$ cat src/rtl/axil_ctrl_master.sv
// Host command to AXI-lite bridge: single outstanding write/read, optional poll-until-mask (AXIL_POLL_EN).
// Latency accept->rsp_vld: 3 edges write, 4 edges read; cmd_rdy only in IDLE, rsp held until rsp_rdy.
module axil_ctrl_master #(
   parameter int pADDR_WIDTH = 32,
   parameter int pDATA_WIDTH = 32,
   parameter int POLL_MAX    = 16
) (
   input  logic                   clk,
   input  logic                   rstn,
   input  logic                   cmd_vld,
   output logic                   cmd_rdy,
   input  logic                   cmd_wr,
   input  logic                   cmd_poll,
   input  logic [pADDR_WIDTH-1:0] cmd_addr,
   input  logic [pDATA_WIDTH-1:0] cmd_wdata,
   output logic                   rsp_vld,
   input  logic                   rsp_rdy,
   output logic [pDATA_WIDTH-1:0] rsp_dat,
   output logic                   rsp_err,
   output logic                   awvalid,
   output logic [pADDR_WIDTH-1:0] awaddr,
   input  logic                   awready,
   output logic                   wvalid,
   output logic [pDATA_WIDTH-1:0] wdata,
   input  logic                   wready,
   output logic                   arvalid,
   output logic [pADDR_WIDTH-1:0] araddr,
   input  logic                   arready,
   input  logic                   rvalid,
   input  logic [pDATA_WIDTH-1:0] rdata,
   output logic                   rready
);

   typedef enum logic [2:0] {S_IDLE, S_WR, S_RA, S_RD, S_GAP, S_RSP} state_t;

   state_t state;
   logic   aw_done;
   logic   w_done;
   logic   rd_done;

`ifdef AXIL_POLL_EN
   localparam logic [7:0] POLL_LAST = 8'(POLL_MAX);
   logic                   poll_q;
   logic [pDATA_WIDTH-1:0] mask_q;
   logic [7:0]             poll_cnt;
`else
   localparam int unused_poll_max = POLL_MAX;
   logic unused_poll;
   assign unused_poll = cmd_poll;
   assign rsp_err     = 1'b0;
`endif

   always_ff @(posedge clk) begin
      if (!rstn) begin
         state   <= S_IDLE;
         cmd_rdy <= 1'b0;
         rsp_vld <= 1'b0;
         rsp_dat <= '0;
         awvalid <= 1'b0;
         awaddr  <= '0;
         wvalid  <= 1'b0;
         wdata   <= '0;
         arvalid <= 1'b0;
         araddr  <= '0;
         rready  <= 1'b0;
         aw_done <= 1'b0;
         w_done  <= 1'b0;
         rd_done <= 1'b0;
`ifdef AXIL_POLL_EN
         rsp_err  <= 1'b0;
         poll_q   <= 1'b0;
         mask_q   <= '0;
         poll_cnt <= '0;
`endif
      end else begin
         case (state)
            S_IDLE: begin
               cmd_rdy <= 1'b1;
               if (cmd_vld && cmd_rdy) begin
                  cmd_rdy <= 1'b0;
`ifdef AXIL_POLL_EN
                  rsp_err  <= 1'b0;
                  poll_q   <= cmd_poll && !cmd_wr;
                  mask_q   <= cmd_wdata;
                  poll_cnt <= '0;
`endif
                  if (cmd_wr) begin
                     state   <= S_WR;
                     awvalid <= 1'b1;
                     wvalid  <= 1'b1;
                     awaddr  <= cmd_addr;
                     wdata   <= cmd_wdata;
                     aw_done <= 1'b0;
                     w_done  <= 1'b0;
                  end else begin
                     state   <= S_RA;
                     arvalid <= 1'b1;
                     araddr  <= cmd_addr;
                  end
               end
            end
            S_WR: begin
               // aw and w complete independently; exit only once both are recorded
               if (awvalid && awready) begin
                  awvalid <= 1'b0;
                  aw_done <= 1'b1;
               end
               if (wvalid && wready) begin
                  wvalid <= 1'b0;
                  w_done <= 1'b1;
               end
               if (aw_done && w_done) begin
                  state   <= S_RSP;
                  rsp_vld <= 1'b1;
                  rsp_dat <= '0;
               end
            end
            S_RA: begin
               if (arready) begin
                  arvalid <= 1'b0;
                  rready  <= 1'b1;
                  rd_done <= 1'b0;
                  state   <= S_RD;
               end
            end
            S_RD: begin
               if (!rd_done) begin
                  if (rvalid) begin
                     rsp_dat <= rdata;
                     rready  <= 1'b0;
                     rd_done <= 1'b1;
`ifdef AXIL_POLL_EN
                     poll_cnt <= poll_cnt + 8'd1;
`endif
                  end
               end else begin
`ifdef AXIL_POLL_EN
                  // a match on the final permitted read still counts as success
                  if (poll_q && (rsp_dat & mask_q) == '0) begin
                     if (poll_cnt == POLL_LAST) begin
                        state   <= S_RSP;
                        rsp_vld <= 1'b1;
                        rsp_err <= 1'b1;
                     end else begin
                        state <= S_GAP;
                     end
                  end else begin
                     state   <= S_RSP;
                     rsp_vld <= 1'b1;
                     rsp_err <= 1'b0;
                  end
`else
                  state   <= S_RSP;
                  rsp_vld <= 1'b1;
`endif
               end
            end
            S_GAP: begin
               state   <= S_RA;
               arvalid <= 1'b1;
            end
            S_RSP: begin
               if (rsp_rdy) begin
                  rsp_vld <= 1'b0;
                  state   <= S_IDLE;
               end
            end
            default: state <= S_IDLE;
         endcase
      end
   end

endmodule

$ cat config.mk
export PLATFORM = sky130hd
export DESIGN_NAME = axil_ctrl_master
export DESIGN_NICKNAME = d
export VERILOG_FILES = /design/src/rtl/axil_ctrl_master.sv
export SDC_FILE = /design/constraint.sdc
export NUM_CORES = 1
export LEC_CHECK = 0
export CAP_MARGIN = 20
export CORE_ASPECT_RATIO = 0.7
export CORE_MARGIN = 10
export CORE_UTILIZATION = 45
export CTS_CLUSTER_DIAMETER = 80
export CTS_CLUSTER_SIZE = 12
export DETAILED_ROUTE_END_ITERATION = 8
export PLACE_DENSITY = 0.93
export SLEW_MARGIN = 30
export SYNTH_ARGS = -nofsm -noshare
export SYNTH_HDL_FRONTEND = slang
export SYNTH_SLANG_ARGS = --single-unit
$ cat constraint.sdc
create_clock -name clk -period 4.8 [get_ports clk]
set_clock_uncertainty 0.2 [all_clocks]
set_input_delay 0.96 -clock clk [delete_from_list [all_inputs] [get_ports clk]]
set_output_delay 0.96 -clock clk [all_outputs]
set_load 0.05 [all_outputs]
==> impl_results.md, run 1 <==
- Status: complete, no violations
- Setup Fix Bufs, Post-CTS: 0
- Io pins: 241
- Layout cells sized above 1: 0.1133
- # hold bufs at CTS: 0
- Initial antenna violation count: 0
- Total GRT Usage: 0.1871
- Avg Vias per Cell: roughly 5.0
- Critical Path Sink Type: flip-flop
- Slew headroom: 0.4274
- Max Slew Vio Count: 0
- Initial core utilization: 0.4561
- Fin crit share: 0.6074
- Largest net degree at the start of global routing: around 120
- Core Area: ~12,000 um^2
- #FFs+latches synth: between 100 and 150
- Layout Nets: between 900 and 1,000
- Power Density: approximately 370 nW/um^2
- Clk slew on worst S/H paths: about 0.060 ns
- Cells after Synth: about 600
- Post-synth ARST share: 0
- IO Port Bufs: between 200 and 250
- Worst hold path class: flip-flop to flip-flop
- Crit path kind: primary input to flip-flop
- Area of the multi-input gates: 2192 um^2
- Fillers: about 880
- Peak VDD IR: about 0.26 mV
- CTS HTree Levels: 4
- Critical Path Start Type: primary input
- Via count: a little under 5,000
- Number of diodes: 0
- CTS tree: built
- Syn. warnings: 0
- Syn-to-layout area delta: 56.96%
- Die height: around 110 um
- Static leakage: 2.995 nW
- Critical Path, Cell by Cell: clkdlybuf4s50_1 -> nand4_1 -> buf_12 -> nand3_1 -> o21ai_0
- Non-filler cells, final: slightly below 1,000
- Worst Path Required: slightly below 5 ns
- Die W: roughly 150 um
- Final core utilization: 0.7158
- Worst-margin pin slew: around 0.86 ns
- Syn avg cell area: around 8.8 um^2
- Gates resized, CTS repair: 0
- Critical path peak fanout: 112
- CTS Root Cell: clkbuf_16
- Routed len/inst: approximately 16 um
- CTS Buf Count: 17
- First-pass GRT wire length: ~25,000 um
- CTS Buffer Depth: 2
- Grt ovf: 0
- Cell Area, Placed: 7652 um^2
- Crit-path max cell delay: approximately 0.64 ns
- Min Tclk post-route: between 2 and 3 ns
- RD Place Congestion: just under 0.8
- Fin. Hold Viols: 0
- Number of library cell types mapped by synthesis: 36
- Vias in the first global route: about 4,800
- Drt initial violations: 213
- Clk Latency, worst-skew pair: roughly 0.40 ns
- Top FF cell, synth: dfxtp_1
- Dpl hpwl: 11,550 um
- Slowest stage cell, crit path: nand4_1
- Post-synth EDFFs: 0
- Final ANT Viol Nets: 0
- Register area: around 2800 um^2
- Dpl cells: ~950
- Mapped Nets: 710
- Setup TNS: 0 ns
- Setup Viol. Count Final: 0
- Iteration count of the initial detailed-routing pass: 5
- Clock sinks: between 100 and 150
- Max frequency: approximately 340 MHz
- Finished Cell Area: 8305 um^2
- Drc violations: 0
- WL final: between 15,000 and 20,000 um
- Post-Syn Area: 5291 um^2
- DIE AREA: 16,570 um^2
- # Max-Cap Violations: 0
- Core Rows: 33
- Setup repair after global routing missed its margin: false
- Share of the yosys chip area belonging to registers: 0.5297
- Crit path DAT: slightly below 3 ns
==> power by group <==
part | internal, mW | leakage (nW) | switching (mW)
Clock | 0.938 | 0.313 | 0.498
Combinational | 0.173 | 1.55 | 0.264
Sequential | 1.20 | 1.13 | 0.0267
Total | 2.31 | 3.00 | 0.789
==> state kept, by name, summed over array words and instances (netlist names) <==
register / cells
w_done: 1
rsp_dat: 32
araddr: 32
arvalid: 1
awvalid: 1
aw_done: 1
cmd_rdy: 1
rd_done: 1
state: 3
wvalid: 1
awaddr: 32
rsp_vld: 1
rready: 1
wdata: 32
==> worst max-delay path: cells and delay by family <==
kind,cells,cell delay [ns]
compound gates,1,0.11
simple gates,2,0.80
buf+inv,2,1.05
==> metrics by stage <==
| step | power, mW | hold WS, ns | setup slack [ns] |
|---|---|---|---|
| 5_1_grt | 3.200 | 0.2702 | 1.728 |
| 6_report | 3.101 | 0.2528 | 1.884 |
| 4_1_cts | 3.133 | 0.2558 | 1.921 |
| 3_3_place_gp | 1.684 | 0.2432 | 1.575 |
| 3_5_place_dp | 1.692 | 0.2461 | 1.520 |
| 2_1_floorplan | 1.511 | 0.2401 | 2.525 |
==> routing by layer <==
| layer | routed length, um | up-vias | track usage |
|---|---|---|---|
| met5 | 0 | - | 0 |
| met4 | 244 | 0 | 0.06197 |
| met1 | 6432 | 2239 | 0.2102 |
| li1 | - | 2502 | - |
| met2 | 7521 | 168 | 0.3039 |
| met3 | 1845 | 20 | 0.08972 |
==> logic make-up (layout without fill, tap and decap cells) <==
logic type             count (synthesis)  after routing  synth area share
AOI/OAI and AO/OA                    147            147            0.1807
and+or+nand+nor                      255            255            0.2284
buffers and inverters                 60            277           0.05865
other                                  1              1         0.0007087
muxes                                  1              1          0.001892
DFF                                  140            140            0.5297
==> final timing paths <==
path	start	end	slack (ns)	depth (start not counted)
max	cmd_wr	awaddr[31]	1.88	5
min	araddr[23]	araddr[23]	0.25	2
max reg2reg	state[1]	araddr[13]	2.29	5
min reg2reg	araddr[23]	araddr[23]	0.25	2
==> layout by cell type, fill, tap and decap left out, drive strengths merged, types with 3 or more instances in the layout <==
cell	netlist	layout
a21boi	3	3
buf	34	7
bufinv	0	5
clkbuf	24	18
clkdlybuf4s50	0	237
clkinv	0	4
dfxtp	140	140
inv	2	4
nand2	139	139
nand3	100	100
nor2	8	8
o21ai	99	99
o22ai	32	32
==> synth_stat cells, types with 2 or more instances <==
master      n  share of area
clkbuf_1   24          0.017
a41oi_1     2         0.0033
buf_6       8          0.017
buf_2      14          0.013
o21ai_2    32          0.053
nand2_1   139          0.099
inv_1       2         0.0014
buf_4       2         0.0028
nor2_1      8         0.0057
o21ai_0    67          0.063
dfxtp_1   140           0.53
nand3_2    18          0.034
o211a_1     2         0.0038
buf_1      10         0.0071
nand3_1    82          0.078
a21boi_0    3         0.0043
o22ai_1    32          0.038
==> area by class of cell <==
| cell class | instances | area share |
|---|---|---|
| clock inverters | 13 | 0.02576 |
| well taps | 157 | 0.02365 |
| repair buffers | 244 | 0.2954 |
| multi-input cells | 404 | 0.2639 |
| flip-flops and latches | 140 | 0.3375 |
| inverters | 2 | 0.0009039 |
| clock buffers | 18 | 0.05288 |
(Power assumes the default switching activity.)
==> run 2: changes to the inputs <==
CORE_UTILIZATION = 41   (was 45)
PLACE_DENSITY = 0.86   (was 0.93)
clock period = 2.95 ns   (was 4.8 ns; I/O delays follow)
==> impl_results.md, run 2 (synthesized netlist as in run 1, its figures left out) <==
- Status: complete, no violations
- # Max-Cap Violations: 0
- Crit path DAT: between 1.5 and 2 ns
- Grt ovf: 0
- Initial antenna violation count: 0
- Final ANT Viol Nets: 0
- Syn-to-layout area delta: 57.13%
- Die height: 115.0 um
- Critical Path Start Type: flip-flop
- Critical Path, Cell by Cell: clkdlybuf4s50_1
- First-pass GRT wire length: ~25,000 um
- # hold bufs at CTS: 0
- Core Rows: 34
- Static leakage: 2.994 nW
- Largest net degree at the start of global routing: between 100 and 150
- Iteration count of the initial detailed-routing pass: 4
- Final core utilization: 0.6648
- Avg Vias per Cell: around 4.9
- Slowest stage cell, crit path: clkdlybuf4s50_1
- Dpl hpwl: between 10,000 and 15,000 um
- CTS Root Cell: clkbuf_16
- Io pins: around 240
- Slew headroom: 0.6176
- Critical Path Sink Type: primary output
- Fin crit share: 0.8333
- DIE AREA: 17,920 um^2
- Worst Path Required: between 2 and 2.5 ns
- CTS Buf Count: 17
- Max frequency: 406.8 MHz
- Pwr Total: approximately 4.8 mW
- Buf+Inv Stages, Crit Path: 1
- Drt initial violations: roughly 230
- WL final: roughly 16,000 um
- Layout cells sized above 1: 0.1184
- Gates resized, CTS repair: 0
- Setup Fix Bufs, Post-CTS: 0
- Routed len/inst: between 15 and 20 um
- CTS HTree Levels: 4
- Cell Area, Placed: 7729 um^2
- CTS tree: built
- Layout Nets: ~900
- Setup Viol. Count Final: 0
- Setup TNS: 0 ns
- Most frequent cells in the layout: clkdlybuf4s50_1 (237), dfxtp_1 (140), nand2_1 (139)
- Worst-margin pin slew: between 0.5 and 0.6 ns
- Fin. Hold Viols: 0
- Min Tclk post-route: between 2 and 2.5 ns
- Most common cell after layout, fill and taps aside: clkdlybuf4s50_1
- Worst hold path class: flip-flop to flip-flop
- Max Slew Vio Count: 0
- Initial core utilization: 0.4231
- RD Place Congestion: approximately 0.85
- Critical path peak fanout: 6
- Setup repair after global routing missed its margin: false
- Total GRT Usage: 0.1738
- Crit path kind: flip-flop to primary output
- Peak VDD IR: slightly above 0.5 mV
- Number of diodes: 0
- Drc violations: 0
- Clock sinks: 140
- Top cell family by delay on the critical path: buffers and inverters
- Vias in the first global route: about 4,700
- Core Area: around 13,000 um^2
- CTS Buffer Depth: 2
- Clk slew on worst S/H paths: about 0.06 ns
- Clk Latency, worst-skew pair: 0.40 ns
- Crit-path max cell delay: 0.86 ns
- Finished Cell Area: 8314 um^2
- Power Density: between 500 and 600 nW/um^2
- Die W: 155.8 um
- Via count: approximately 4,900
- IO Port Bufs: 238
- Fillers: approximately 1,000
-- run 2: layout make-up --
cell class                 count  area (um^2)  area share
timing repair buffer         250         2524      0.3035
tap                          162        202.7     0.02438
multi-input combinational    404         2192      0.2637
clock buffer                  20        446.7     0.05372
inverter                       2        7.507   0.0009029
sequential                   140         2803      0.3371
clock inverter                12        138.9     0.01670
-- run 2: worst min-delay path: stages (launching register included) --
cell     delay, ns
dfxtp_1       0.31
nand3_2       0.06
o21ai_2       0.04
-- run 2: final timing paths --
check	from	end	slack (ns)	depth (start not counted)
worst min-delay path	araddr[27]	araddr[27]	0.25	2
worst max-delay path	cmd_rdy	cmd_rdy	0.49	1
worst max register to register	state[0]	rsp_dat[24]	0.94	5
worst min register to register	araddr[27]	araddr[27]	0.25	2
-- run 2: stage by stage --
stage | cells | setup slack (ns) | hold slack (ns)
6_report | 990 | 0.4918 | 0.2535
2_1_floorplan | 604 | 1.045 | 0.2401
5_1_grt | 990 | 0.4512 | 0.2657
4_1_cts | 990 | 0.4639 | 0.2568
3_3_place_gp | 958 | 0.5703 | 0.2441
3_5_place_dp | 958 | 0.5302 | 0.2457
-- run 2: routing by layer --
layer / share of wire / up-vias / global-route usage / wire length (um)
met4: 0.0044 / 0 / 0.04104 / 72
met3: 0.12 / 8 / 0.09366 / 1914
met5: 0 / - / 0 / 0
li1: - / 2511 / - / -
met1: 0.42 / 2182 / 0.2002 / 6766
met2: 0.46 / 171 / 0.2794 / 7504
-- run 2: report_power, final --
part / switching (mW) / internal [mW]
combinational: 0.432 / 0.291
sequential: 0.0439 / 1.96
clock: 0.813 / 1.28
